**config.mk**
```make
export PLATFORM = sky130hd
export DESIGN_NAME = array_7_ctrl_flat
export DESIGN_NICKNAME = d
export VERILOG_FILES = /design/src/rtl/array_7_ctrl_if.sv /design/src/rtl/array_7_ctrl.sv /design/src/flat_wrapper.sv
export SDC_FILE = /design/constraint.sdc
export NUM_CORES = 1
export LEC_CHECK = 0
export ABC_AREA = 0
export CORE_AREA = 2 2 521 523
export CTS_BUF_LIST = sky130_fd_sc_hd__clkbuf_16
export CTS_CLUSTER_SIZE = 40
export DETAILED_ROUTE_END_ITERATION = 6
export DIE_AREA = 0 0 523 525
export SLEW_MARGIN = 20
export SYNTH_ARGS = -nofsm -noshare
export SYNTH_HDL_FRONTEND = slang
export SYNTH_SLANG_ARGS = --single-unit
```
**constraint.sdc**
```tcl
create_clock -name clock -period 12.5 [get_ports clock]
set_input_delay 2.5 -clock clock [delete_from_list [all_inputs] [get_ports clock]]
set_output_delay 2.5 -clock clock [all_outputs]
set_load 0.005 [all_outputs]
```
**src/rtl/array_7_ctrl_if.sv**
```systemverilog
// Request/response channel between a requester and array_7_ctrl; 0-cycle wiring, valid/ready on both directions.
interface array_7_ctrl_if #(
  parameter int ADDR_W = 7,
  parameter int DATA_W = 216
);
  logic              req_valid;
  logic              req_ready;
  logic              req_write;
  logic [ADDR_W-1:0] req_addr;
  logic [DATA_W-1:0] req_wmask;
  logic [DATA_W-1:0] req_wdata;
  logic              resp_valid;
  logic              resp_ready;
  logic [DATA_W-1:0] resp_rdata;

  modport master (
    output req_valid, req_write, req_addr, req_wmask, req_wdata, resp_ready,
    input  req_ready, resp_valid, resp_rdata
  );

  modport slave (
    input  req_valid, req_write, req_addr, req_wmask, req_wdata, resp_ready,
    output req_ready, resp_valid, resp_rdata
  );
endinterface

```
**src/rtl/array_7_ctrl.sv**
```systemverilog
// RW0 port controller for a 128x216 masked-write SRAM: zero-fills on reset, then issues requests the same cycle they are accepted.
// Reads return 2 cycles after accept through a 2-entry buffer; req_ready drops while buffered plus in-flight reads reach 2.
module array_7_ctrl #(
  parameter int ADDR_W = 7,
  parameter int DATA_W = 216,
  parameter int DEPTH  = 128
) (
  input  logic              clock,
  input  logic              reset,
  array_7_ctrl_if.slave     bus,
  output logic              init_done,
  output logic [ADDR_W-1:0] RW0_addr,
  output logic              RW0_en,
  output logic              RW0_wmode,
  output logic [DATA_W-1:0] RW0_wmask,
  output logic [DATA_W-1:0] RW0_wdata,
  input  logic [DATA_W-1:0] RW0_rdata
);

  typedef enum logic [1:0] {WAIT, INIT, RUN} state_t;

  state_t            state;
  logic [ADDR_W-1:0] init_cnt;
  logic              inflight;
  logic [1:0]        count;
  logic              wr_ptr;
  logic              rd_ptr;
  logic [DATA_W-1:0] rbuf [2];

  logic accept;
  logic rd_accept;
  logic capture;
  logic pop;

  // Reserve a buffer slot for every read that is already in flight.
  assign bus.req_ready = (state == RUN) && ((count + {1'b0, inflight}) < 2'd2);
  assign accept        = bus.req_valid && bus.req_ready;
  assign rd_accept     = accept && !bus.req_write;
  assign capture       = inflight;
  assign bus.resp_valid = (count != 2'd0);
  assign bus.resp_rdata = rbuf[rd_ptr];
  assign pop           = bus.resp_valid && bus.resp_ready;

  always_comb begin
    RW0_en    = 1'b0;
    RW0_wmode = 1'b0;
    RW0_addr  = '0;
    RW0_wmask = '0;
    RW0_wdata = '0;
    if (state == INIT) begin
      RW0_en    = 1'b1;
      RW0_wmode = 1'b1;
      RW0_addr  = init_cnt;
      RW0_wmask = '1;
    end else if (accept) begin
      RW0_en    = 1'b1;
      RW0_wmode = bus.req_write;
      RW0_addr  = bus.req_addr;
      if (bus.req_write) begin
        RW0_wmask = bus.req_wmask;
        RW0_wdata = bus.req_wdata;
      end
    end
  end

  always_ff @(posedge clock or negedge reset) begin
    if (!reset) begin
      state     <= WAIT;
      init_cnt  <= '0;
      init_done <= 1'b0;
    end else begin
      case (state)
        WAIT: state <= INIT;
        INIT: begin
          init_cnt <= init_cnt + 1'b1;
          if (init_cnt == ADDR_W'(DEPTH - 1)) begin
            state     <= RUN;
            init_done <= 1'b1;
          end
        end
        default: state <= RUN;
      endcase
    end
  end

  always_ff @(posedge clock or negedge reset) begin
    if (!reset) begin
      inflight <= 1'b0;
      count    <= 2'd0;
      wr_ptr   <= 1'b0;
      rd_ptr   <= 1'b0;
    end else begin
      inflight <= rd_accept;
      if (capture) wr_ptr <= ~wr_ptr;
      if (pop)     rd_ptr <= ~rd_ptr;
      case ({capture, pop})
        2'b10:   count <= count + 2'd1;
        2'b01:   count <= count - 2'd1;
        default: count <= count;
      endcase
    end
  end

  // RW0_rdata is only valid the cycle after the read enable, which is exactly when inflight is set.
  always_ff @(posedge clock) begin
    if (capture) rbuf[wr_ptr] <= RW0_rdata;
  end

  overflow_chk: assert property (@(posedge clock) disable iff (!reset) !(capture && count == 2'd2))
    else $error("array_7_ctrl: read capture into full response buffer");

endmodule

```
**src/flat_wrapper.sv**
```systemverilog
// flat-port wrapper written by rule: the top's interface ports become plain ports
module array_7_ctrl_flat 
#(
  parameter int ADDR_W = 7,
  parameter int DATA_W = 216,
  parameter int DEPTH  = 128
)
  (clock, reset, init_done, RW0_addr, RW0_en, RW0_wmode, RW0_wmask, RW0_wdata, RW0_rdata, bus_req_valid, bus_req_write, bus_req_addr, bus_req_wmask, bus_req_wdata, bus_resp_ready, bus_req_ready, bus_resp_valid, bus_resp_rdata);
  array_7_ctrl_if #(.ADDR_W(ADDR_W), .DATA_W(DATA_W)) bus_i ();
  input  logic clock;
  input  logic reset;
  output logic init_done;
  output logic [ADDR_W-1:0] RW0_addr;
  output logic RW0_en;
  output logic RW0_wmode;
  output logic [DATA_W-1:0] RW0_wmask;
  output logic [DATA_W-1:0] RW0_wdata;
  input  logic [DATA_W-1:0] RW0_rdata;
  input wire logic [$bits(bus_i.req_valid)-1:0] bus_req_valid;
  input wire logic [$bits(bus_i.req_write)-1:0] bus_req_write;
  input wire logic [$bits(bus_i.req_addr)-1:0] bus_req_addr;
  input wire logic [$bits(bus_i.req_wmask)-1:0] bus_req_wmask;
  input wire logic [$bits(bus_i.req_wdata)-1:0] bus_req_wdata;
  input wire logic [$bits(bus_i.resp_ready)-1:0] bus_resp_ready;
  output wire logic [$bits(bus_i.req_ready)-1:0] bus_req_ready;
  output wire logic [$bits(bus_i.resp_valid)-1:0] bus_resp_valid;
  output wire logic [$bits(bus_i.resp_rdata)-1:0] bus_resp_rdata;
  assign bus_i.req_valid = bus_req_valid;
  assign bus_i.req_write = bus_req_write;
  assign bus_i.req_addr = bus_req_addr;
  assign bus_i.req_wmask = bus_req_wmask;
  assign bus_i.req_wdata = bus_req_wdata;
  assign bus_i.resp_ready = bus_resp_ready;
  assign bus_req_ready = bus_i.req_ready;
  assign bus_resp_valid = bus_i.resp_valid;
  assign bus_resp_rdata = bus_i.resp_rdata;
  array_7_ctrl #(.ADDR_W(ADDR_W), .DATA_W(DATA_W), .DEPTH(DEPTH)) u_core (.clock(clock), .reset(reset), .bus(bus_i), .init_done(init_done), .RW0_addr(RW0_addr), .RW0_en(RW0_en), .RW0_wmode(RW0_wmode), .RW0_wmask(RW0_wmask), .RW0_wdata(RW0_wdata), .RW0_rdata(RW0_rdata));
endmodule
```
==> impl_metrics.toml, run 1 <==
[flow_run]
cap_viol_max_count = 0

[floorplan]
die_h_um = 525
num_io_pins = 1320
core-area_um2 = 269000
floorplan.die_area_um2 = 275000
die_w_um = 523
initial_core_util_pct = 7.26
fp-row-count = 191

[pwr]
share_of_total_power_consumed_by_net_switching_pct = 31.7
ir_worst_vdd_v = 0.000116
clkPwrFrac_pct = 30.8
leakage_nw = 12.5
sequential_power_share_pct = 35.9
power.net_switching_mw = 1.47
internal_power_mw = 3.16
power.share.combinational_pct = 33.2
power_per_cell_area_nw_per_um2 = 119

[synthesis]
post-synth-top-area-cell = "edfxtp_1"
synth_top_area_share_pct = 66.3
synthesis.yosys.warnings = 0
postSynthRegisterBits = 447
postSynthCellCount = 1243
syn_area_per_cell_um2 = 15.7
synth.distinct_cells = 26
syn_area_um2 = 19600
synth.top_cells.by_area = "edfxtp_1 66%, mux2_2 12%, a21o_1 8.4%"
number_of_nets_in_the_synthesized_netlist = 1905
ys_seq_area_share_pct = 68.2

[clocking]
tritoncts = "done"
ctsRootBufferMaster = "clkbuf_16"
maximum_clock_path_buffer_count = 3
holdBufCountCts = 0
path_clk_slew_ns = 0.06
cts-buffers-inserted = 48
clock_sink_count = 447
cts-htree-levels = 2
post_cts.repair.setup_buffers = 0
cts.repair.resized = 0
worst_skew_pair.late_latency_ns = 0.66

[worst_setup_path]
crit_type = "input pin to primary output"
r2r_worst_path_depth = 6
worst-path-max-fanout = 210
cp_data_required_time_ns = 10.00
worst_setup_path_end_kind = "primary output"
critical_path.startpoint_type = "input pin"
worst-endpoint-arrival_ns = 5.56

[placed_design]
place_congestion = 1.01
hpwl_um = 235000
io_buffer_count = 1319

[timing]
fin_hold_ws_ns = 0.500
setup_violations = 0
slew_headroom_pct = 28.4
final.period_utilization_pct = 64.5
slew_violations = 0
final_hold_viol_count = 0
timing_worst_slew_pin_value_ns = 1.07
setup_total_negative_slack_ns = 0
rsz0062_at_grt = "no"
clock.fmax_mhz = 124
post-route-min-period_ns = 8.06
final_clock_skew_ns = 0.0547

[grt]
grt_pass1_vias = 18000
grt_start_max_net_pins = 211
number_of_antenna_violations_at_the_first_check_in_global_routing = 377
grt_overflow_total = 0
wire_length_of_the_first_global_routing_pass_um = 294000
gr-usage-all-layers_pct = 18.0

[run_status]
status = "finished clean"

[worst_hold_path]
worstHoldPathType = "register to register"
holdPathStages = 1

[cells_and_area]
synthToLayoutAreaGrowth_pct = 98.1
nNetsFinal = 3190
drive_above_1_share_pct = 12.0
post-route-util_pct = 14.4

[route]
wire_length_per_cell_after_detailed_routing_um = 41.3
route.final.wire_length_um = 257000
drt_pre_antenna_iters = 5
detail_route.vias_per_cell = 2.93
dr_total_vias = 18200
antenna_violating_nets_post_route = 0
drt_first_iter_violations = 1120
drt_drc_violations_left = 0
## worst max-delay path, stage by stage
cell,delay [ns]
clkdlybuf4s50_1,0.58
nand3b_1,0.29
nor4b_4,0.52
buf_12,0.49
and2_1,0.25
clkdlybuf4s50_1,0.72
## cell families (layout without fill, tap and decap cells)
logic type	Yosys count	in the layout	share of synthesized area [%]
mux	217	217	12.5
other cells	0	85	0
buf+inv	98	1420	2.17
simple gates	241	241	7.73
fa+ha+maj	2	2	0.128
xor+xnor	11	11	0.493
compound gates	227	227	8.74
flops	447	447	68.2
## metal layers
metal	vias to the layer above	GRT usage (%)	wire, um
met5	-	0	673
met4	100	6.85	13700
met3	806	11.7	37400
met2	1634	35.0	137000
met1	8401	13.7	68400
li1	7301	-	-
## cells in the mapped netlist
cell type    n
a21boi_1     1
a21o_1     218
a21oi_1      1
a22o_1       7
and2_1     218
and3b_1      1
buf_1        8
buf_2       29
clkbuf_1    44
clkbuf_2    16
dfrtp_1     15
edfxtp_1   432
ha_1         2
inv_1        1
mux2_2     217
nand2_1      2
nand3b_1     2
nand4_1      4
nor2_1       5
nor2b_1      1
nor3_1       2
nor3b_1      1
nor4b_4      1
or2_2        4
xnor2_1      5
xor2_1       6
## through the flow
step	std cells	total power [mW]	setup slack (ns)	cell area, um2
floorplan	1243	2.13	2.31	19600
global placement	6048	3.27	3.98	37000
detailed placement	6048	3.26	4.27	37000
CTS	6135	4.72	4.26	38500
global route	6179	4.83	4.26	38600
finish	6220	4.62	4.44	38700
## layout make-up
| cell class | count | area [um2] |
|---|---|---|
| Tap cell | 3570 | 4470 |
| Sequential cell | 447 | 13400 |
| Multi-Input combinational cell | 698 | 5810 |
| Clock buffer | 48 | 1200 |
| Inverter | 1 | 3.75 |
| Fill cell | 29900 | 231000 |
| Antenna cell | 85 | 213 |
| Clock inverter | 39 | 340 |
| Timing Repair Buffer | 1332 | 13400 |
## power groups by stage
stage          registers, mW  logic (mW)  clock network, mW
5_1_grt                 1.66        1.65               1.52
4_1_cts                 1.66        1.58               1.47
3_3_place_gp            1.69        1.58                  0
3_5_place_dp            1.69        1.57                  0
6_report                1.66        1.54               1.43
2_1_floorplan           1.68       0.443                  0
## cells in the final DEF, fill, tap and decap left out, types with 8 or more instances in the layout
| master | count |
|---|---|
| clkdlybuf4s50_1 | 1319 |
| clkbuf_16 | 48 |
| clkinv_1 | 8 |
| buf_4 | 8 |
| and2_1 | 217 |
| a21o_1 | 218 |
| inv_1 | 11 |
| mux2_2 | 217 |
| diode_2 | 85 |
| edfxtp_1 | 432 |
| dfrtp_1 | 14 |
## state kept, by name, summed over array words and instances (netlist names)
signal,cells
u_core.capture,1
u_core.count,2
u_core.init_cnt,7
u_core.init_done,1
u_core.rbuf,432
u_core.rd_ptr,1
u_core.state,2
u_core.wr_ptr,1
## worst paths after layout
| check | start | endpoint | slack, ns |
|---|---|---|---|
| setup / recovery | bus_req_valid | RW0_wdata[38] | 4.44 |
| hold / removal | u_core.init_done | u_core.init_done | 0.50 |
| setup reg to reg | u_core.capture | u_core.rbuf[0][111] | 8.37 |
| hold reg to reg | u_core.init_done | u_core.init_done | 0.50 |
| max in group asynchronous | reset | u_core.rd_ptr | 9.62 |
| min in group asynchronous | reset | u_core.capture | 2.30 |
Note: power is estimated with default switching activity, not from simulation.
==> run 2, diff against run 1 <==
clock period = 8.2 ns   (was 12.5 ns; I/O delays follow)
==> impl_metrics.toml, run 2 (same netlist as run 1, synthesis figures left out) <==
[floorplan]
floorplan.die_area_um2 = 275000
fp-row-count = 191
core-area_um2 = 269000
die_w_um = 523
die_h_um = 525
initial_core_util_pct = 7.26
num_io_pins = 1320

[worst_setup_path]
r2r-start = "u_core.capture"
worst-path-max-fanout = 193
r2r_worst_path_depth = 4
cp_data_required_time_ns = 6.56
worst-endpoint-arrival_ns = 4.87
worst_path_largest_cell_delay_ns = 0.77
worst_setup_path_end_kind = "primary output"
worstReg2RegEnd = "u_core.rbuf[0][146]"
crit_type = "input pin to primary output"
worstPathCellList = "clkdlybuf4s50_1 -> nand3b_1 -> nor4b_4 -> buf_12 -> buf_12 -> and2_1 -> clkdlybuf4s50_1"
slowest_stage_cell_crit_path = "nor4b_4"
critical_path.startpoint_type = "input pin"
ff2ff_setup_slack_ns = 5.61

[route]
dr_total_vias = 18100
antenna_violating_nets_post_route = 0
drt_drc_violations_left = 0
route.final.wire_length_um = 252000
drt_first_iter_violations = 1204
drt_pre_antenna_iters = 5
wire_length_per_cell_after_detailed_routing_um = 40.1
detail_route.vias_per_cell = 2.88

[timing]
slew_headroom_pct = 31.9
final_hold_viol_count = 0
post-route-min-period_ns = 6.51
fin_hold_ws_ns = 0.474
slew_violations = 0
setup_total_negative_slack_ns = 0
final_clock_skew_ns = 0.0602
clock.fmax_mhz = 154
rsz0062_at_grt = "no"
setup_violations = 0
timing_worst_slew_pin_value_ns = 1.02
final.period_utilization_pct = 79.4

[placed_design]
hpwl_um = 231000
io_buffer_count = 1319
place_congestion = 0.942

[clocking]
maximum_clock_path_buffer_count = 3
ctsRootBufferMaster = "clkbuf_16"
clock_sink_count = 447
cts.repair.resized = 0
holdBufCountCts = 0
post_cts.repair.setup_buffers = 0
cts-buffers-inserted = 48
worst_skew_pair.late_latency_ns = 0.66
tritoncts = "done"
path_clk_slew_ns = 0.06
cts-htree-levels = 2

[cells_and_area]
nNetsFinal = 3191
commonest_cells_after_routing_fill_and_taps_aside = "1319 x clkdlybuf4s50_1, 432 x edfxtp_1, 218 x a21o_1"
largest-register = "u_core.rbuf"
layout_top_registers = "u_core.rbuf: 432 flops, u_core.init_cnt: 7 flops"
flip_flop_count_of_the_largest_register_after_layout = 432
layout.filler_cells = 29900
layout_commonest_cell = "clkdlybuf4s50_1"
drive_above_1_share_pct = 12.1
synthToLayoutAreaGrowth_pct = 99.1

[worst_hold_path]
hold_path.startpoint = "u_core.init_done"
holdPathStages = 1
worstHoldPathType = "register to register"
min_to = "u_core.init_done"

[pwr]
internal_power_mw = 4.81
clkPwrFrac_pct = 31.0
power.share.combinational_pct = 32.0
power_per_cell_area_nw_per_um2 = 179
leakage_nw = 12.5
power.net_switching_mw = 2.16
share_of_total_power_consumed_by_net_switching_pct = 31.0
ir_worst_vdd_v = 0.000192
sequential_power_share_pct = 37.0

[grt]
wire_length_of_the_first_global_routing_pass_um = 289000
grt_pass1_vias = 17800
grt_overflow_total = 0
grt_start_max_net_pins = 194
gr-usage-all-layers_pct = 17.7
number_of_antenna_violations_at_the_first_check_in_global_routing = 356

[flow_run]
cap_viol_max_count = 0

[run_status]
status = "finished clean"
-- run 2: layer usage --
metal / part of all wire (%) / vias to the layer above / GRT usage, %
li1: - / 7390 / -
met1: 23 / 8383 / 12.0
met2: 54 / 1552 / 34.3
met3: 16 / 702 / 12.6
met4: 6.2 / 112 / 8.92
met5: 0.30 / - / 0
-- run 2: worst max-delay path, delay by kind of cell --
kind                   cells  cell delay (ns)
buffers and inverters      4             1.83
and+or+nand+nor            3             1.16
-- run 2: cell type report --
cell class	count	area, um2	share of cell area (%)
clock inverters	42	350	0.900
diodes	152	380	0.977
clock buffers	48	1200	3.08
inverters	1	3.75	0.00964
multi-input cells	698	5800	14.9
flip-flops and latches	447	13400	34.3
repair buffers	1333	13400	34.4
well taps	3570	4470	11.5
-- run 2: power by group through the flow --
stage / clock network, mW / registers, mW / logic (mW)
floorplan: 0 / 2.56 / 0.675
global placement: 0 / 2.63 / 2.31
detailed placement: 0 / 2.63 / 2.29
CTS: 2.22 / 2.58 / 2.31
global route: 2.29 / 2.58 / 2.42
finish: 2.16 / 2.58 / 2.23
-- run 2: metrics by stage --
| step | total power, mW | area (um2) | utilization (%) | setup WS [ns] | cells |
|---|---|---|---|---|---|
| 4_1_cts | 7.12 | 38600 | 14.3 | 1.58 | 6139 |
| 2_1_floorplan | 3.24 | 19600 | - | 1.62 | 1243 |
| 3_3_place_gp | 4.93 | 37000 | 13.7 | 1.61 | 6049 |
| 5_1_grt | 7.29 | 38800 | 14.4 | 1.47 | 6235 |
| 3_5_place_dp | 4.92 | 37000 | 13.7 | 1.57 | 6049 |
| 6_report | 6.97 | 38900 | 14.5 | 1.69 | 6291 |
-- run 2: worst max path at each step --
| stage | start | endpoint | slack [ns] | cells past startpoint |
|---|---|---|---|---|
| finish | bus_req_valid | RW0_wdata[202] | 1.69 | 7 |
| global route | bus_req_valid | RW0_wdata[202] | 1.47 | 7 |
| CTS | bus_req_valid | RW0_wdata[202] | 1.58 | 7 |
| detailed placement | bus_req_valid | RW0_wdata[202] | 1.57 | 7 |
| global placement | bus_req_valid | RW0_wdata[202] | 1.61 | 7 |
| floorplan | u_core.capture | u_core.rbuf[0][0] | 1.62 | 2 |
==> run 3, diff against run 2 <==
clock period = 6.25 ns   (was 8.2 ns; I/O delays follow)
==> impl_metrics.toml, run 3 (same netlist as run 1, synthesis figures left out) <==
[clocking]
tritoncts = "done"
clock_sink_count = 447
ctsRootBufferMaster = "clkbuf_16"
maximum_clock_path_buffer_count = 3
worst_skew_pair.late_latency_ns = 0.65
cts-htree-levels = 2
post_cts.repair.setup_buffers = 0
cts-buffers-inserted = 49
holdBufCountCts = 0
path_clk_slew_ns = 0.06
cts.repair.resized = 0

[floorplan]
num_io_pins = 1320
floorplan.die_area_um2 = 275000
fp-row-count = 191
initial_core_util_pct = 7.26
die_h_um = 525
core-area_um2 = 269000
die_w_um = 523

[worst_setup_path]
worst_setup_path_endpoint = "RW0_wmask[114]"
cp_data_required_time_ns = 5.00
r2r-start = "u_core.capture"
crit_type = "input pin to primary output"
r2r_worst_path_depth = 2
ff2ff_setup_slack_ns = 3.85
worst-endpoint-arrival_ns = 4.17
critical_path.startpoint_type = "input pin"
worstReg2RegEnd = "u_core.rbuf[1][146]"
worst_setup_path_end_kind = "primary output"
worst-path-max-fanout = 160
crit_path_start = "bus_req_valid"

[route]
detail_route.vias_per_cell = 2.91
drt_first_iter_violations = 978
dr_total_vias = 18100
wire_length_per_cell_after_detailed_routing_um = 40.8
drt_drc_violations_left = 0
route.final.wire_length_um = 254000
antenna_violating_nets_post_route = 0
drt_pre_antenna_iters = 5

[timing]
slew_violations = 0
post-route-min-period_ns = 5.42
timing_worst_slew_pin_value_ns = 1.13
clock.fmax_mhz = 185
final_clock_skew_ns = 0.0457
final.period_utilization_pct = 86.7
slew_headroom_pct = 24.6
rsz0062_at_grt = "no"
final_hold_viol_count = 0
setup_total_negative_slack_ns = 0
setup_violations = 0
fin_hold_ws_ns = 0.459

[grt]
grt_most_used_layer = "met2"
number_of_antenna_violations_at_the_first_check_in_global_routing = 395
groute.layer.met2.usage_pct = 33.5
grt_overflow_total = 0
grt_start_max_net_pins = 161
gr-usage-met1_pct = 13.3
wire_length_of_the_first_global_routing_pass_um = 291000
gr-usage-all-layers_pct = 17.9
grt_use_met3_pct = 15.1
grt_pass1_vias = 17500

[pwr]
power.share.combinational_pct = 31.8
post-layout-total-power_mw = 9.07
ir_worst_vdd_v = 0.000289
internal_power_mw = 6.27
power.net_switching_mw = 2.81
leakage_nw = 12.5
power_per_cell_area_nw_per_um2 = 234
share_of_total_power_consumed_by_net_switching_pct = 30.9
sequential_power_share_pct = 37.3
clkPwrFrac_pct = 30.9

[flow_run]
cap_viol_max_count = 0

[cells_and_area]
multiInputGateArea_um2 = 5800
synthToLayoutAreaGrowth_pct = 98.6
largest-register = "u_core.rbuf"
layout_commonest_cell = "clkdlybuf4s50_1"
layout_top_registers = "u_core.rbuf: 432 flops, u_core.init_cnt: 7 flops"
layout.area.seq_um2 = 13400
drive_above_1_share_pct = 12.1
commonest_cells_after_routing_fill_and_taps_aside = "1319 x clkdlybuf4s50_1, 432 x edfxtp_1, 218 x a21o_1"
nNetsFinal = 3197
layout.filler_cells = 29900
flip_flop_count_of_the_largest_register_after_layout = 432

[placed_design]
io_buffer_count = 1319
place_congestion = 0.927
hpwl_um = 234000

[run_status]
status = "finished clean"

[worst_hold_path]
worstHoldPathType = "register to register"
==> run 3: cell types whose count changed in the layout (fill, tap and decap cells not counted), sizes merged <==
cell	delta
buf	+5
bufinv	-2
clkinv	-7
clkbuf	+1
clkinvlp	+5
inv	+1
diode	-58
==> run 3: final cells by class <==
type                            count  area share (%)
Timing Repair Buffer             1338            34.6
Inverter                            1         0.00966
Sequential cell                   447            34.4
Clock buffer                       49            3.16
Tap cell                         3570            11.5
Antenna cell                       94           0.606
Multi-Input combinational cell    698            14.9
Clock inverter                     39           0.792
==> run 3: stage by stage <==
step	cell area [um2]	util (%)	setup slack, ns	cells
after floorplan	19600	-	0.282	1243
after global placement	37100	13.8	0.910	6054
after detailed placement	37100	13.8	0.846	6054
after CTS	38600	14.3	0.843	6142
after global routing	38700	14.4	0.742	6183
final	38800	14.4	0.831	6236
==> run 3: worst min-delay path by stage <==
stage	from	endpoint	slack (ns)	cells after the start
final	u_core.init_done	u_core.init_done	0.46	1
after global routing	u_core.init_done	u_core.init_done	0.47	1
after CTS	u_core.init_done	u_core.init_done	0.47	1
after detailed placement	u_core.init_done	u_core.init_done	0.45	1
after global placement	u_core.init_done	u_core.init_done	0.45	1
after floorplan	u_core.init_done	u_core.init_done	0.45	1
==> run 3: power by group through the flow <==
stage | Combinational (mW) | Sequential, mW | Clock [mW]
after floorplan | 0.886 | 3.37 | 0
after detailed placement | 2.92 | 3.45 | 0
final | 2.89 | 3.38 | 2.81
after global placement | 2.93 | 3.45 | 0
after global routing | 3.11 | 3.39 | 2.98
after CTS | 2.95 | 3.39 | 2.90
==> run 3: layer usage <==
metal  vias up  share of wire (%)
li1       7320                  -
met1      8179                 26
met2      1633                 51
met3       822                 19
met4       176                3.8
met5         -               0.45
==> run 3: critical path: stages <==
cell and delay (ns):
clkdlybuf4s50_1 0.63, nand3b_1 0.22, nor4b_4 0.31, buf_12 0.16, buf_12 0.25, buf_12 0.40, a21o_1 0.23, clkdlybuf4s50_1 0.56
